**src/rtl/seg7_scan_ctrl.sv**
```systemverilog
// Double-buffered 1..8 digit seven-segment scanner with dp, leading-zero blanking, blink and ghost blanking.
// Outputs registered (1 cycle); load_ready drops while a frame is pending and rises at the frame wrap.
module seg7_scan_ctrl #(
   parameter int N_DIGITS  = 8,
   parameter int SCAN_DIV  = 12_500,
   parameter int BLANK_CYC = 16,
   parameter int BLINK_DIV = 50_000_000
) (
   input  logic                  clk_100,
   input  logic                  reset,
   input  logic [4*N_DIGITS-1:0] data_in,
   input  logic [N_DIGITS-1:0]   dp_in,
   input  logic [N_DIGITS-1:0]   blink_mask,
   input  logic                  blank_lz,
   input  logic                  load_valid,
   output logic                  load_ready,
   output logic [7:0]            AN,
   output logic [7:0]            SEG,
   output logic                  frame_tick
);

   localparam int SLOT_W  = $clog2(SCAN_DIV);
   localparam int BLINK_W = (BLINK_DIV > 1) ? $clog2(BLINK_DIV) : 1;
   localparam logic [SLOT_W-1:0]  SLOT_LAST  = SLOT_W'(SCAN_DIV - 1);
   localparam logic [SLOT_W-1:0]  BLANK_END  = SLOT_W'(BLANK_CYC);
   localparam logic [2:0]         DIG_LAST   = 3'(N_DIGITS - 1);
   localparam logic [BLINK_W-1:0] BLINK_LAST = BLINK_W'(BLINK_DIV - 1);

   typedef struct packed {
      logic [4*N_DIGITS-1:0] dat;
      logic [N_DIGITS-1:0]   dp;
      logic [N_DIGITS-1:0]   blk;
      logic                  lz;
   } frame_t;

   logic [SLOT_W-1:0]  slot_q, slot_d;
   logic [2:0]         dig_q, dig_d;
   logic [BLINK_W-1:0] blink_cnt_q, blink_cnt_d;
   logic               blink_ph_q, blink_ph_d;
   logic               pending_q, pending_d;
   frame_t             shadow_q, shadow_d;
   frame_t             active_q, active_d;
   logic [7:0]         an_q, an_d;
   logic [7:0]         seg_q, seg_d;
   logic               frame_tick_q, frame_tick_d;

   logic               slot_wrap, frame_wrap, blink_wrap, load_acc;
   logic [N_DIGITS-1:0] supp;
   logic               zero_run;
   logic [3:0]         cur_nib;
   logic               cur_dp, cur_blk, cur_supp, dark;
   logic [7:0]         hex_v;

   function automatic logic [7:0] hex_seg(input logic [3:0] h);
      logic [7:0] v;
      case (h)
         4'h0: v = 8'hC0;  4'h1: v = 8'hF9;  4'h2: v = 8'hA4;  4'h3: v = 8'hB0;
         4'h4: v = 8'h99;  4'h5: v = 8'h92;  4'h6: v = 8'h82;  4'h7: v = 8'hF8;
         4'h8: v = 8'h80;  4'h9: v = 8'h90;  4'hA: v = 8'h88;  4'hB: v = 8'h83;
         4'hC: v = 8'hC6;  4'hD: v = 8'hA1;  4'hE: v = 8'h86;  default: v = 8'h8E;
      endcase
      return v;
   endfunction

   // Scan/blink counters and the shadow->active commit at frame wrap.
   always_comb begin
      slot_wrap   = (slot_q == SLOT_LAST);
      frame_wrap  = slot_wrap && (dig_q == DIG_LAST);
      slot_d      = slot_wrap ? '0 : slot_q + 1'b1;
      dig_d       = dig_q;
      if (slot_wrap) begin
         dig_d = (dig_q == DIG_LAST) ? 3'd0 : dig_q + 3'd1;
      end
      blink_wrap  = (blink_cnt_q == BLINK_LAST);
      blink_cnt_d = blink_wrap ? '0 : blink_cnt_q + 1'b1;
      blink_ph_d  = blink_ph_q ^ blink_wrap;

      load_acc  = load_valid && !pending_q;
      shadow_d  = shadow_q;
      active_d  = active_q;
      pending_d = pending_q;
      if (frame_wrap && pending_q) begin
         active_d  = shadow_q;
         pending_d = 1'b0;
      end
      if (load_acc) begin
         shadow_d.dat = data_in;
         shadow_d.dp  = dp_in;
         shadow_d.blk = blink_mask;
         shadow_d.lz  = blank_lz;
         pending_d    = 1'b1;
      end
   end

   // A digit is suppressed only if it and every digit above it are blank zeros.
   always_comb begin
      supp     = '0;
      zero_run = active_q.lz;
      for (int i = N_DIGITS - 1; i >= 1; i--) begin
         zero_run = zero_run && (active_q.dat[4*i +: 4] == 4'd0) && !active_q.dp[i];
         supp[i]  = zero_run;
      end
   end

   always_comb begin
      cur_nib  = 4'd0;
      cur_dp   = 1'b0;
      cur_blk  = 1'b0;
      cur_supp = 1'b0;
      for (int i = 0; i < N_DIGITS; i++) begin
         if (dig_q == 3'(i)) begin
            cur_nib  = active_q.dat[4*i +: 4];
            cur_dp   = active_q.dp[i];
            cur_blk  = active_q.blk[i];
            cur_supp = supp[i];
         end
      end
      hex_v = hex_seg(cur_nib);
      dark  = (slot_q < BLANK_END) || cur_supp || (blink_ph_q && cur_blk);
      an_d  = 8'hFF;
      seg_d = 8'hFF;
      if (!dark) begin
         an_d  = ~(8'd1 << dig_q);
         seg_d = {~cur_dp, hex_v[6:0]};
      end
      frame_tick_d = frame_wrap;
   end

   always_ff @(posedge clk_100 or posedge reset) begin
      if (reset) begin
         slot_q       <= '0;
         dig_q        <= 3'd0;
         blink_cnt_q  <= '0;
         blink_ph_q   <= 1'b0;
         pending_q    <= 1'b0;
         shadow_q     <= '0;
         active_q     <= '0;
         an_q         <= 8'hFF;
         seg_q        <= 8'hFF;
         frame_tick_q <= 1'b0;
      end else begin
         slot_q       <= slot_d;
         dig_q        <= dig_d;
         blink_cnt_q  <= blink_cnt_d;
         blink_ph_q   <= blink_ph_d;
         pending_q    <= pending_d;
         shadow_q     <= shadow_d;
         active_q     <= active_d;
         an_q         <= an_d;
         seg_q        <= seg_d;
         frame_tick_q <= frame_tick_d;
      end
   end

   assign load_ready = ~pending_q;
   assign AN         = an_q;
   assign SEG        = seg_q;
   assign frame_tick = frame_tick_q;

endmodule

```
**config.mk**
```make
export PLATFORM = sky130hd
export DESIGN_NAME = seg7_scan_ctrl
export DESIGN_NICKNAME = d
export VERILOG_FILES = /design/src/rtl/seg7_scan_ctrl.sv
export SDC_FILE = /design/constraint.sdc
export NUM_CORES = 1
export LEC_CHECK = 0
export CORE_ASPECT_RATIO = 1.1
export CORE_UTILIZATION = 25
export DETAILED_ROUTE_END_ITERATION = 10
export HOLD_SLACK_MARGIN = 0.06
export PLACE_DENSITY = 0.48
export SLEW_MARGIN = 20
export SYNTH_ARGS = -nofsm -noshare
export SYNTH_HDL_FRONTEND = slang
export SYNTH_SLANG_ARGS = --single-unit
export TNS_END_PERCENT = 5
```
**constraint.sdc**
```tcl
create_clock -name clk_100 -period 4.5 [get_ports clk_100]
set_input_delay 0.45 -clock clk_100 [delete_from_list [all_inputs] [get_ports clk_100]]
set_output_delay 0.45 -clock clk_100 [all_outputs]
set_load 0.05 [all_outputs]
```
==> insert_results.sql, run 1 <==
INSERT INTO impl_metrics (metric_group, metric, value, unit) VALUES
('outcome', 'status', 'complete, but fails checks', ''),
('outcome', 'violations', 'design-rule violations', ''),
('clocking', 'clock_sinks', '160', ''),
('route', 'drt_first_iter_violations', '235', ''),
('timing', 'timing.final.setup_violations', '0', ''),
('clocking', 'clk_latency_worst_skew_pair', '0.43', 'ns'),
('die', 'core_region_area', '0.0289', 'mm2'),
('synth', 'syn_area', '0.00738', 'mm2'),
('timing', 'post_route_clock_period_utilization', '72.6', '%'),
('placed_design', 'port-buffer-count', '69', ''),
('route', 'dr.max_layer_used', 'met4', ''),
('route', 'vias_per_cell', '4.43', ''),
('clocking', 'cts.repair_timing.setup_buffer_count', '0', ''),
('synth', 'yosysMostFrequentCell', 'sky130_fd_sc_hd__dfrtp_1', ''),
('synth', 'ys_dominant_reg_cell', 'sky130_fd_sc_hd__dfrtp_1', ''),
('final_layout', 'layout.core_utilization', '31.5', '%'),
('flow_run', 'cap_viol_max_count', '0', ''),
('timing', 'minimum_clock_period_after_layout', '3.27', 'ns'),
('clocking', 'clkTransAtPathRegs', '0.07', 'ns'),
('clocking', 'clk_root_buffer_cell', 'sky130_fd_sc_hd__clkbuf_16', ''),
('synth', 'synth-seq-area-share', '54.5', '%'),
('clocking', 'cts.htree.levels', '4', ''),
('final_layout', 'total_nets_final', '732', ''),
('clocking', 'cts_hold_buffers', '0', ''),
('timing', 'fin_skew', '0.0101', 'ns'),
('power_and_ir_drop', 'pwr_density_cell', '351', 'mW/mm2'),
('synth', 'ffs_w_async_s_r_synth', '100', '%'),
('synth', 'synth_edf_count', '0', ''),
('synth', 'distinct_cells_synth', '55', ''),
('final_layout', 'finalNonFillerCells', '1047', ''),
('worst_setup_path', 'required_time_at_the_worst_slack_endpoint', '4.82', 'ns'),
('timing', 'slew_violations', '0', ''),
('placed_design', 'routabilityCongestion', '0.790', ''),
('die', 'die_w', '166', 'um'),
('synth', 'synth_top_area_share', '48.8', '%'),
('clocking', 'max-clock-path-buffers', '2', ''),
('worst_setup_path', 'worst_setup_path_end_kind', 'flop', ''),
('global_route', 'global_route.overflow_total', '0', ''),
('synth', 'yosys_warnings', '0', ''),
('route', 'finalWirelength', '16100', 'um'),
('route', 'route.layer.met1.wl', '7820', 'um'),
('timing', 'layout_setup_ws', '1.23', 'ns'),
('synth', 'netlist.top_cell.by_area', 'sky130_fd_sc_hd__dfrtp_1', ''),
('global_route', 'grt_start_max_net_pins', '85', ''),
('timing', 'slew_headroom', '35.9', '%'),
('worst_setup_path', 'critical_path_peak_fanout', '29', ''),
('timing', 'maximum_achievable_frequency', '306', 'MHz'),
('die', 'die-area', '0.0302', 'mm2'),
('die', 'die_h', '182', 'um'),
('synth', 'synth_cells', '599', ''),
('placed_design', 'dpl.cell_count', '1015', ''),
('timing', 'rsz0062_at_grt', 'false', ''),
('route', 'detail_route.wl_per_cell', '15.4', 'um'),
('global_route', 'antenna_found_initial', '0', ''),
('synth', 'postSynthRegisterBits', '160', ''),
('placed_design', 'place_hpwl', '11500', 'um'),
('worst_setup_path', 'worst-endpoint-arrival', '3.59', 'ns'),
('placed_design', 'worst_setup_timing_slack_at_the_placement_stage', '1.08', 'ns'),
('route', 'final_antenna_net_count', '0', ''),
('synth', 'mappedNetlistNets', '665', ''),
('worst_setup_path', 'reg2regPathDepth', '11', ''),
('final_layout', 'n_fill_cell', '2904', ''),
('global_route', 'via_count_of_the_first_global_routing_pass', '4681', ''),
('timing', 'worst-slew-pin-transition', '0.959', 'ns'),
('die', 'fp-row-count', '65', ''),
('global_route', 'grt_usage', '11.3', '%'),
('route', 'drc_errors', '3', ''),
('route', 'wl_met3', '441', 'um'),
('final_layout', 'flow.area_growth_from_synthesis', '23.1', '%'),
('route', 'vias', '4642', ''),
('final_layout', 'share_of_post_route_cells_with_drive_strength_above_1', '24.3', '%');
==> critical path: stages (launching register included) <==
cell	delay [ns]
sky130_fd_sc_hd__dfrtp_1	0.40
sky130_fd_sc_hd__inv_1	0.11
sky130_fd_sc_hd__ha_1	0.78
sky130_fd_sc_hd__a21oi_1	0.10
sky130_fd_sc_hd__nor4_1	0.23
sky130_fd_sc_hd__a311oi_1	0.09
sky130_fd_sc_hd__a21oi_1	0.51
sky130_fd_sc_hd__inv_1	0.18
sky130_fd_sc_hd__ha_1	0.29
sky130_fd_sc_hd__mux2_2	0.28
sky130_fd_sc_hd__mux2i_1	0.13
sky130_fd_sc_hd__nand2_1	0.07
==> worst paths after layout <==
path,to,slack [ns],from
setup / recovery,SEG[3]$_DFF_PP1_,1.23,dig_q[1]$_DFFE_PP0N_
hold / removal,slot_q[0]$_DFF_PP0_,0.48,slot_q[0]$_DFF_PP0_
setup reg to reg,SEG[3]$_DFF_PP1_,1.23,dig_q[1]$_DFFE_PP0N_
hold reg to reg,slot_q[0]$_DFF_PP0_,0.48,slot_q[0]$_DFF_PP0_
max in group asynchronous,active_q[32]$_DFFE_PP0P_,2.94,reset
min in group asynchronous,slot_q[12]$_DFF_PP0_,0.58,reset
==> cell families after synthesis <==
| kind of cell | after synthesis | synth area share, % |
|---|---|---|
| buf+inv | 45 | 2.86 |
| fa+ha+maj | 14 | 2.37 |
| simple gates | 175 | 12.1 |
| compound gates | 67 | 5.81 |
| flops | 160 | 54.5 |
| xor+xnor | 34 | 4.03 |
| mux | 104 | 18.3 |
==> power breakdown <==
| group | switching [mW] | internal, mW | total, mW |
|---|---|---|---|
| clock | 0.629 | 0.894 | 1.52 |
| sequential | 0.0356 | 1.50 | 1.53 |
| combinational | 0.0477 | 0.0837 | 0.131 |
| total | 0.712 | 2.47 | 3.19 |
==> registers in the layout, summed over array words and instances (netlist names) <==
| register | flops |
|---|---|
| dig_q | 3 |
| pending_q | 1 |
| SEG | 8 |
| frame_tick | 1 |
| slot_q | 14 |
| active_q | 49 |
| shadow_q | 49 |
| blink_ph_q | 1 |
| AN | 8 |
| blink_cnt_q | 26 |
==> cells in the final DEF, fill, tap and decap left out, drive strengths merged, types with 9 or more instances in the layout <==
cell type,instances
a21oi,21
clkbuf,17
clkdlybuf4s50,69
dfrtp,144
dfstp,16
ha,14
inv,25
mux2,100
nand2,42
nand3,28
nor2,43
nor2b,9
o21ai,15
xnor2,15
xor2,19
==> metal layers <==
layer | vias to the layer above | GRT usage [%]
met5 | - | 0
met4 | 0 | 3.81
met3 | 16 | 2.43
met2 | 74 | 17.8
met1 | 2302 | 15.4
li1 | 2250 | -
==> layout make-up <==
type                    count  area, um2  area share, %
multi-input cells         394       3160           34.7
well taps                 368        460           5.07
inverters                  18       71.3          0.785
clock inverters            15        199           2.19
flip-flops and latches    160       4020           44.3
clock buffers              17        425           4.68
repair buffers             75        748           8.24
==> per-stage QoR <==
step	hold WS (ns)	instance area, um2
after global placement	0.474	8460
after CTS	0.493	9080
after detailed placement	0.479	8460
after floorplan	0.447	7380
final	0.484	9080
after global routing	0.517	9080
No activity file was read; power rests on OpenSTA's default activity.
==> inputs of run 2 (changes only) <==
Clock period 4.5 ns to 2.8 ns, I/O delays scaled along.
==> insert_results.sql, run 2 (synthesis results as in run 1) <==
INSERT INTO impl_metrics (metric_group, metric, value, unit) VALUES
('outcome', 'status', 'complete, but fails checks', ''),
('outcome', 'violations', 'design-rule violations', ''),
('route', 'drc_errors', '3', ''),
('timing', 'maximum_achievable_frequency', '374', 'MHz'),
('final_layout', 'final_common_cell', 'sky130_fd_sc_hd__dfrtp_1', ''),
('worst_setup_path', 'setup.reg_to_reg.worst_slack', '0.13', 'ns'),
('route', 'drt_first_pass_iters', '8', ''),
('worst_setup_path', 'critical_path_s_slowest_cell', 'sky130_fd_sc_hd__dfrtp_1', ''),
('final_layout', 'share_of_post_route_cells_with_drive_strength_above_1', '27.6', '%'),
('final_layout', 'flow.area_growth_from_synthesis', '25.6', '%'),
('timing', 'worst-slew-pin-transition', '0.585', 'ns'),
('final_layout', 'commonest_cells_after_routing_fill_and_taps_aside', '144 x sky130_fd_sc_hd__dfrtp_1, 69 x sky130_fd_sc_hd__clkdlybuf4s50_1, 51 x sky130_fd_sc_hd__mux2_2', ''),
('final_layout', 'n_fill_cell', '2890', ''),
('power_and_ir_drop', 'power.ir.vdd_worst', '0.237', 'mV'),
('placed_design', 'dpl.cell_count', '1038', ''),
('global_route', 'antenna_found_initial', '0', ''),
('clocking', 'cts_hold_buffers', '0', ''),
('worst_setup_path', 'critical_path_peak_fanout', '12', ''),
('final_layout', 'antenna_cells_inserted', '0', ''),
('worst_setup_path', 'required_time_at_the_worst_slack_endpoint', '3.12', 'ns'),
('die', 'core_region_area', '0.0289', 'mm2'),
('route', 'detail_route.wl_per_cell', '15.4', 'um'),
('power_and_ir_drop', 'cellLeakagePower', '4.11', 'nW'),
('power_and_ir_drop', 'combinational_cell_fraction_of_total_power', '4.4', '%'),
('clocking', 'cts_made_buffers', '17', ''),
('placed_design', 'place_area', '0.00867', 'mm2'),
('timing', 'fin_skew', '0.0152', 'ns'),
('route', 'drt_first_iter_violations', '175', ''),
('route', 'vias', '4652', ''),
('worst_setup_path', 'crit_buf_inv', '4', ''),
('power_and_ir_drop', 'seqPwrFrac', '51.0', '%'),
('clocking', 'cts.repair_timing.setup_buffer_count', '0', ''),
('clocking', 'clock_sinks', '160', ''),
('power_and_ir_drop', 'switching_pwr', '1.10', 'mW'),
('worst_setup_path', 'timing.critical_path.max_delay_family', 'buffers and inverters', ''),
('flow_run', 'cap_viol_max_count', '0', ''),
('placed_design', 'place_hpwl', '11700', 'um'),
('worst_hold_path', 'hold_class', 'in2async', ''),
('final_layout', 'total_nets_final', '755', ''),
('global_route', 'grt_start_max_net_pins', '86', ''),
('worst_setup_path', 'reg2reg_to', 'SEG[0]$_DFF_PP1_', ''),
('worst_setup_path', 'r2r-start', 'dig_q[0]$_DFFE_PP0N_', ''),
('global_route', 'via_count_of_the_first_global_routing_pass', '4893', ''),
('placed_design', 'routabilityCongestion', '0.822', ''),
('worst_setup_path', 'worst_setup_path_end_kind', 'flop', ''),
('worst_setup_path', 'reg2regPathDepth', '11', ''),
('clocking', 'clkTransAtPathRegs', '0.07', 'ns'),
('global_route', 'grt_pass1_wl', '27300', 'um'),
('final_layout', 'finalNonFillerCells', '1070', ''),
('worst_setup_path', 'crit_path_frequent_cell', 'sky130_fd_sc_hd__buf_4', ''),
('timing', 'worst_hold_slack', '0.145', 'ns'),
('clocking', 'clk_root_buffer_cell', 'sky130_fd_sc_hd__clkbuf_16', ''),
('die', 'die_h', '182', 'um'),
('power_and_ir_drop', 'share_clk_of_total_power', '44.6', '%'),
('route', 'vias_per_cell', '4.35', ''),
('final_layout', 'postLayoutCellArea', '0.00927', 'mm2'),
('die', 'die-area', '0.0302', 'mm2'),
('timing', 'timing.final.setup_violations', '0', ''),
('die', 'io-pin-count', '70', ''),
('power_and_ir_drop', 'total_power', '4.83', 'mW'),
('power_and_ir_drop', 'power.share.switching', '22.8', '%'),
('worst_setup_path', 'crit_path_max_incr_delay', '0.39', 'ns'),
('clocking', 'max-clock-path-buffers', '2', ''),
('worst_setup_path', 'setup.worst_path.class', 'reg2reg', ''),
('route', 'finalWirelength', '16500', 'um'),
('timing', 'post_route_clock_period_utilization', '95.5', '%'),
('timing', 'slew_violations', '0', ''),
('power_and_ir_drop', 'intPower', '3.73', 'mW'),
('global_route', 'global_route.overflow_total', '0', ''),
('die', 'start_util', '25.6', '%'),
('clocking', 'clock_tree_from_tritoncts', 'done', ''),
('timing', 'minimum_clock_period_after_layout', '2.67', 'ns'),
('worst_setup_path', 'worst-endpoint-arrival', '3.00', 'ns'),
('worst_setup_path', 'series_of_cell_instances_along_the_critical_path', 'inv_1 > ha_1 > buf_4 > buf_4 > or3_1 > a222oi_1 > a21oi_1 > buf_4 > or2_2 > a21oi_1 > o21ai_0', ''),
('route', 'final_antenna_net_count', '0', ''),
('clocking', 'clk_latency_worst_skew_pair', '0.43', 'ns'),
('clocking', 'cts.htree.levels', '4', ''),
('final_layout', 'layout.core_utilization', '32.1', '%'),
('timing', 'slew_headroom', '61.0', '%'),
('placed_design', 'port-buffer-count', '69', ''),
('global_route', 'grt_usage', '11.6', '%'),
('power_and_ir_drop', 'pwr_density_cell', '521', 'mW/mm2'),
('die', 'die_w', '166', 'um'),
('final_layout', 'top_regs', 'active_q (49), shadow_q (49), blink_cnt_q (26)', ''),
('worst_setup_path', 'timing.critical_path.from_type', 'flop', ''),
('timing', 'hold_viol', '0', ''),
('die', 'fp-row-count', '65', '');
==> run 2: worst max-delay path by stage <==
| stage | end | start | slack [ns] | depth (start not counted) |
|---|---|---|---|---|
| 2_1_floorplan | SEG[3]$_DFF_PP1_ | dig_q[2]$_DFFE_PP0N_ | -0.09 | 13 |
| 3_3_place_gp | SEG[7]$_DFF_PP1_ | dig_q[0]$_DFFE_PP0N_ | -0.17 | 10 |
| 3_5_place_dp | SEG[3]$_DFF_PP1_ | dig_q[0]$_DFFE_PP0N_ | -0.002 | 11 |
| 4_1_cts | SEG[3]$_DFF_PP1_ | dig_q[0]$_DFFE_PP0N_ | 0.02 | 11 |
| 5_1_grt | SEG[3]$_DFF_PP1_ | dig_q[0]$_DFFE_PP0N_ | -0.02 | 12 |
| 6_report | SEG[0]$_DFF_PP1_ | dig_q[0]$_DFFE_PP0N_ | 0.13 | 11 |
==> run 2: through the flow <==
stage	worst slack, ns	TNS (ns)
CTS	0.0183	0
floorplan	-0.0885	-0.161
global placement	-0.165	-0.172
global route	-0.0181	-0.0181
finish	0.125	0
detailed placement	-0.00170	-0.00170
==> run 2: repair_timing <==
| action | 4_1_cts | 5_1_grt |
|---|---|---|
| setup endpoints to repair | 1 | 7 |
| pin swaps | 0 | 1 |
| gates resized for setup | 1 | 10 |
==> run 2: cell type report <==
class                   count  area, um2  share of cell area (%)
flip-flops and latches    160       4020                    43.4
multi-input cells         394       3210                    34.7
repair buffers             98        958                    10.3
clock buffers              21        460                    4.97
well taps                 368        460                    4.97
clock inverters            11       83.8                   0.904
inverters                  18       71.3                   0.769
==> run 2: power by group through the flow <==
stage                     registers, mW  clock network [mW]  logic [mW]
after CTS                          2.46                2.24       0.220
after global placement             2.51                   0       0.218
after global routing               2.47                2.32       0.238
after floorplan                    2.48                   0       0.117
after detailed placement           2.51                   0       0.220
final                              2.46                2.16       0.213
==> run 2: per-layer routing <==
| metal | track usage [%] | vias up | wire [um] |
|---|---|---|---|
| met5 | 0 | - | 0 |
| met4 | 4.26 | 0 | 272 |
| met3 | 2.49 | 19 | 522 |
| met2 | 18.0 | 90 | 7620 |
| met1 | 15.9 | 2254 | 8050 |
| li1 | - | 2289 | - |
==> inputs of run 3 (changes only) <==
Settings changed: CTS_BUF_LIST set to sky130_fd_sc_hd__clkbuf_4 sky130_fd_sc_hd__clkbuf_8, GPL_ROUTABILITY_DRIVEN set to 1, RECOVER_POWER set to 50.
==> insert_results.sql, run 3 (synthesis results as in run 1) <==
INSERT INTO impl_metrics (metric_group, metric, value, unit) VALUES
('die', 'io-pin-count', '70', ''),
('clocking', 'clock_sinks', '160', ''),
('final_layout', 'postLayoutCellArea', '0.00906', 'mm2'),
('die', 'die_w', '166', 'um'),
('timing', 'slew_headroom', '-14.9', '%'),
('worst_setup_path', 'critical_path_peak_fanout', '12', ''),
('route', 'vias_per_cell', '4.33', ''),
('power_and_ir_drop', 'pwr_density_cell', '469', 'mW/mm2'),
('worst_setup_path', 'setup.worst_path.class', 'reg2reg', ''),
('worst_setup_path', 'critical_path_s_slowest_cell', 'sky130_fd_sc_hd__dfrtp_1', ''),
('clocking', 'clk_root_buffer_cell', 'sky130_fd_sc_hd__clkbuf_8', ''),
('die', 'die-area', '0.0302', 'mm2'),
('route', 'vias', '4633', ''),
('die', 'die_h', '182', 'um'),
('die', 'core_region_area', '0.0289', 'mm2'),
('worst_setup_path', 'worst_setup_path_end_kind', 'flop', ''),
('power_and_ir_drop', 'total_power', '4.24', 'mW'),
('clocking', 'clock_tree_from_tritoncts', 'done', ''),
('worst_hold_path', 'hold_class', 'in2async', ''),
('timing', 'maximum_achievable_frequency', '374', 'MHz'),
('timing', 'post_route_clock_period_utilization', '95.4', '%'),
('global_route', 'grt_start_max_net_pins', '86', ''),
('power_and_ir_drop', 'power.ir.vdd_worst', '0.210', 'mV'),
('final_layout', 'finalNonFillerCells', '1070', ''),
('global_route', 'grt_usage', '11.6', '%'),
('worst_setup_path', 'timing.critical_path.from_type', 'flop', ''),
('placed_design', 'place_area', '0.00867', 'mm2'),
('clocking', 'clk_latency_worst_skew_pair', '0.45', 'ns'),
('final_layout', 'antenna_cells_inserted', '0', ''),
('die', 'fp-row-count', '65', ''),
('timing', 'fin_skew', '0.0137', 'ns'),
('route', 'detail_route.wl_per_cell', '15.3', 'um'),
('clocking', 'clkTransAtPathRegs', '0.09', 'ns'),
('clocking', 'cts_made_buffers', '17', ''),
('clocking', 'cts_hold_buffers', '0', ''),
('route', 'final_antenna_net_count', '0', ''),
('timing', 'rsz0062_at_grt', 'true', ''),
('global_route', 'grt_pass1_wl', '27200', 'um'),
('timing', 'layout_setup_ws', '0.128', 'ns'),
('final_layout', 'total_nets_final', '755', ''),
('placed_design', 'worst_setup_timing_slack_at_the_placement_stage', '-0.00170', 'ns'),
('route', 'drt_first_pass_iters', '7', ''),
('power_and_ir_drop', 'cellLeakagePower', '4.02', 'nW'),
('timing', 'slew_violations', '70', ''),
('outcome', 'violations', 'design-rule violations, max-capacitance violations, max-slew violations', ''),
('final_layout', 'top_regs', 'active_q (49), shadow_q (49), blink_cnt_q (26)', ''),
('worst_setup_path', 'crit_path_max_incr_delay', '0.40', 'ns'),
('global_route', 'antenna_found_initial', '0', ''),
('global_route', 'via_count_of_the_first_global_routing_pass', '4880', ''),
('route', 'finalWirelength', '16400', 'um'),
('global_route', 'global_route.overflow_total', '0', ''),
('die', 'start_util', '25.6', '%'),
('worst_setup_path', 'required_time_at_the_worst_slack_endpoint', '3.15', 'ns'),
('timing', 'minimum_clock_period_after_layout', '2.67', 'ns'),
('worst_setup_path', 'series_of_cell_instances_along_the_critical_path', 'inv_1 > ha_1 > buf_4 > buf_4 > or3_1 > a222oi_1 > a21oi_1 > buf_4 > or2_2 > a21oi_1 > o21ai_0', ''),
('final_layout', 'final_common_cell', 'sky130_fd_sc_hd__dfrtp_1', ''),
('placed_design', 'dpl.cell_count', '1038', ''),
('final_layout', 'commonest_cells_after_routing_fill_and_taps_aside', '144 x sky130_fd_sc_hd__dfrtp_1, 68 x sky130_fd_sc_hd__clkdlybuf4s50_1, 51 x sky130_fd_sc_hd__mux2_2', ''),
('flow_run', 'cap_viol_max_count', '1', ''),
('clocking', 'cts.htree.levels', '4', ''),
('placed_design', 'routabilityCongestion', '0.822', ''),
('placed_design', 'port-buffer-count', '69', ''),
('timing', 'worst-slew-pin-transition', '1.72', 'ns'),
('clocking', 'max-clock-path-buffers', '2', ''),
('timing', 'timing.final.setup_violations', '0', ''),
('route', 'drc_errors', '3', ''),
('worst_setup_path', 'worst-endpoint-arrival', '3.02', 'ns'),
('timing', 'timing.setup.tns', '0', 'ns'),
('clocking', 'cts.repair_timing.setup_buffer_count', '0', ''),
('final_layout', 'share_of_post_route_cells_with_drive_strength_above_1', '27.9', '%'),
('worst_setup_path', 'crit_path_frequent_cell', 'sky130_fd_sc_hd__buf_4', ''),
('final_layout', 'flow.area_growth_from_synthesis', '22.7', '%'),
('outcome', 'status', 'complete, but fails checks', ''),
('route', 'drt_first_iter_violations', '223', ''),
('timing', 'hold_viol', '0', ''),
('placed_design', 'place_hpwl', '11700', 'um');
run 3: changes by cell type in the layout (fill, tap and decap cells not counted), moves of 2 or more:
cell,previous run,this run
sky130_fd_sc_hd__clkbuf_1,2,0
sky130_fd_sc_hd__clkbuf_16,17,0
sky130_fd_sc_hd__buf_12,4,2
sky130_fd_sc_hd__clkbuf_8,2,19
sky130_fd_sc_hd__clkbuf_4,0,3
run 3: what timing repair did:
item | CTS | global route
resized for setup | 1 | 10
endpoints found under the setup margin | 1 | 7
pin swaps | 0 | 0
run 3: area by class of cell:
cell class                 instances  area (um2)
fill                            2927       19800
sequential                       160        4020
multi-input combinational        394        3210
timing repair buffer              98         931
tap                              368         460
clock buffer                      21         277
clock inverter                    11        83.8
inverter                          18        68.8
run 3: path summary, 6_finish.rpt:
check	end	slack, ns	depth (start not counted)	start
worst max register to register	SEG[0]$_DFF_PP1_	0.13	11	dig_q[0]$_DFFE_PP0N_
max in group asynchronous	shadow_q[17]$_DFFE_PP0P_	0.62	3	reset
worst min-delay path	blink_cnt_q[16]$_DFF_PP0_	0.23	2	reset
worst max-delay path	SEG[0]$_DFF_PP1_	0.13	11	dig_q[0]$_DFFE_PP0N_
worst min register to register	slot_q[0]$_DFF_PP0_	0.49	1	slot_q[0]$_DFF_PP0_
min in group clk_100	shadow_q[35]$_DFFE_PP0P_	0.43	2	data_in[18]
run 3: where the power goes:
part	internal (mW)	total (mW)	switching, mW
combinational	0.131	0.206	0.0751
clock	0.684	1.58	0.896
sequential	2.40	2.46	0.0560
total	3.22	4.24	1.03
run 3: worst max-delay path, delay by kind of cell (launching register included):
kind / cells / cell delay, ns
AO/OA/AOI/OAI: 4 / 0.62
adder cells (fa/ha/maj): 1 / 0.26
buffers and inverters: 4 / 0.68
flip-flops: 1 / 0.40
AND/OR/NAND/NOR: 2 / 0.62
run 3: layer usage:
layer	wire length, um	GRT usage, %
met5	0	0
met4	282	4.56
met3	454	2.43
met2	7670	18.1
met1	8000	15.9
run 3: metrics by stage:
stage / hold slack, ns / utilization [%]
after floorplan: 0.397 / -
after global placement: 0.472 / 30.0
after detailed placement: 0.480 / 30.0
after CTS: 0.0783 / 31.3
after global routing: 0.215 / 31.4
final: 0.228 / 31.4
==> RTL change, RTL diff (settings of run 3) <==
The parameter `SCAN_DIV` goes from 12_500 to 25_000.
--- a/src/rtl/seg7_scan_ctrl.sv
+++ b/src/rtl/seg7_scan_ctrl.sv
@@ -4,3 +4,3 @@
    parameter int N_DIGITS  = 8,
-   parameter int SCAN_DIV  = 12_500,
+   parameter int SCAN_DIV  = 25_000,
    parameter int BLANK_CYC = 16,
Function: same outputs for any inputs over 10 cycles, from zero or initial values and one cycle with reset high; that may be too few to reach the edited logic, so the function may still have changed.
==> RTL change against run 3 <==
- hold slack better by 100 ps
- final area fell by 0.26%
- largest cell class unchanged
- power up 5.4%
- sequential cell count is 1 higher
- via count increased by 4.5%
- synthesized area decreased by 1.4%
- critical endpoint unchanged
- die area decreased by 1.3%
- critical path depth increased by 1
- wire length grew 0.37%
- worst setup slack improved by 63 ps
- final cell count is 0.37% higher
- clock skew up 4.6 ps
==> RTL change: results (changes against run 3) <==
The flow ran to the end, and the final reports show no timing, DRC or antenna violations. The tools report the first-pass GRT wire length as 26.7 mm (-1.8%). The logs give 8630 sq um (-0.42%) for the placed cell area and 0.00331 W (+2.9%) for the internal power consumption. The run gives 0.300 mV (+43%) as the worst IR drop on VDD. The biggest cell delay along the critical path was 530 ps (+130 ps); the mux contribution to synthesized area was 15.7% (-2.6 points). The via count of the first global-routing pass is 4925 (+0.92%), and the number of instances in the placed design is 1042 (+0.39%).

The sequential fraction of the synthesis area was 55.6% (+1.1 points); the number of distinct library cells after synthesis was 65 (+18%). Slowest stage cell on the critical path: sky130_fd_sc_hd__or4_1. The static leakage is 3.98 nW (-0.94%), and the layout buffer count excluding clock buffers is 104 (+6.1%). The sequential share of cell area is 44.8% (+0.39 points). The worst setup slack before clock tree synthesis is 102 ps (+104 ps). Number of vias after detailed routing: 4840 (+4.5%). The smallest setup slack after layout is 191 ps (+62.7 ps). For the synthesized netlist cell count, the log shows 595 (-0.67%). The routed length per instance was 15.3 um (about the same); the share of final layout cell area taken by clock buffers and inverters was 4.65% (+0.68 points). For the die outline area, the log shows 29800 sq um (-1.3%). For the arrival time at the worst endpoint, the log shows 3010 ps (about the same).

For the DRC marker count from the first detailed-route iteration, the log shows 239 (+7.2%). The count of instances resized after the clock tree is built was 0 (-1); the total number of clock tree sinks was 161 (+0.63%). By count the netlist is led by sky130_fd_sc_hd__dfrtp_1, sky130_fd_sc_hd__mux2_2, sky130_fd_sc_hd__nor2_1.

The worst max-slew margin expressed relative to the limit was 1.46% (+16 points).
## RTL change: critical path, delay by kind of cell, from the launching register on
family / cells / cell delay (ps)
AND/OR/NAND/NOR: 2 / 590
buffers and inverters: 2 / 270
flip-flops: 1 / 430
AO/OA/AOI/OAI: 5 / 570
adder cells (fa/ha/maj): 3 / 680
## RTL change: worst paths after layout
kind / startpoint / end / cells after the start
min in group clk_100: data_in[27] / shadow_q[44] / 2
worst min register to register: slot_q[0] / slot_q[0] / 1
worst max register to register: dig_q[0] / SEG[0] / 12
max in group asynchronous: reset / active_q[23] / 3
worst max-delay path: dig_q[0] / SEG[0] / 12
worst min-delay path: reset / dig_q[2] / 2
## RTL change: kinds of logic (layout without fill, tap and decap cells)
logic type      count (synthesis)  in the layout
simple gates                  173            173
flops                         161            161
mux                           102            102
compound gates                 69             69
xor+xnor                       38             38
buf+inv                        38            149
fa+ha+maj                      14             14
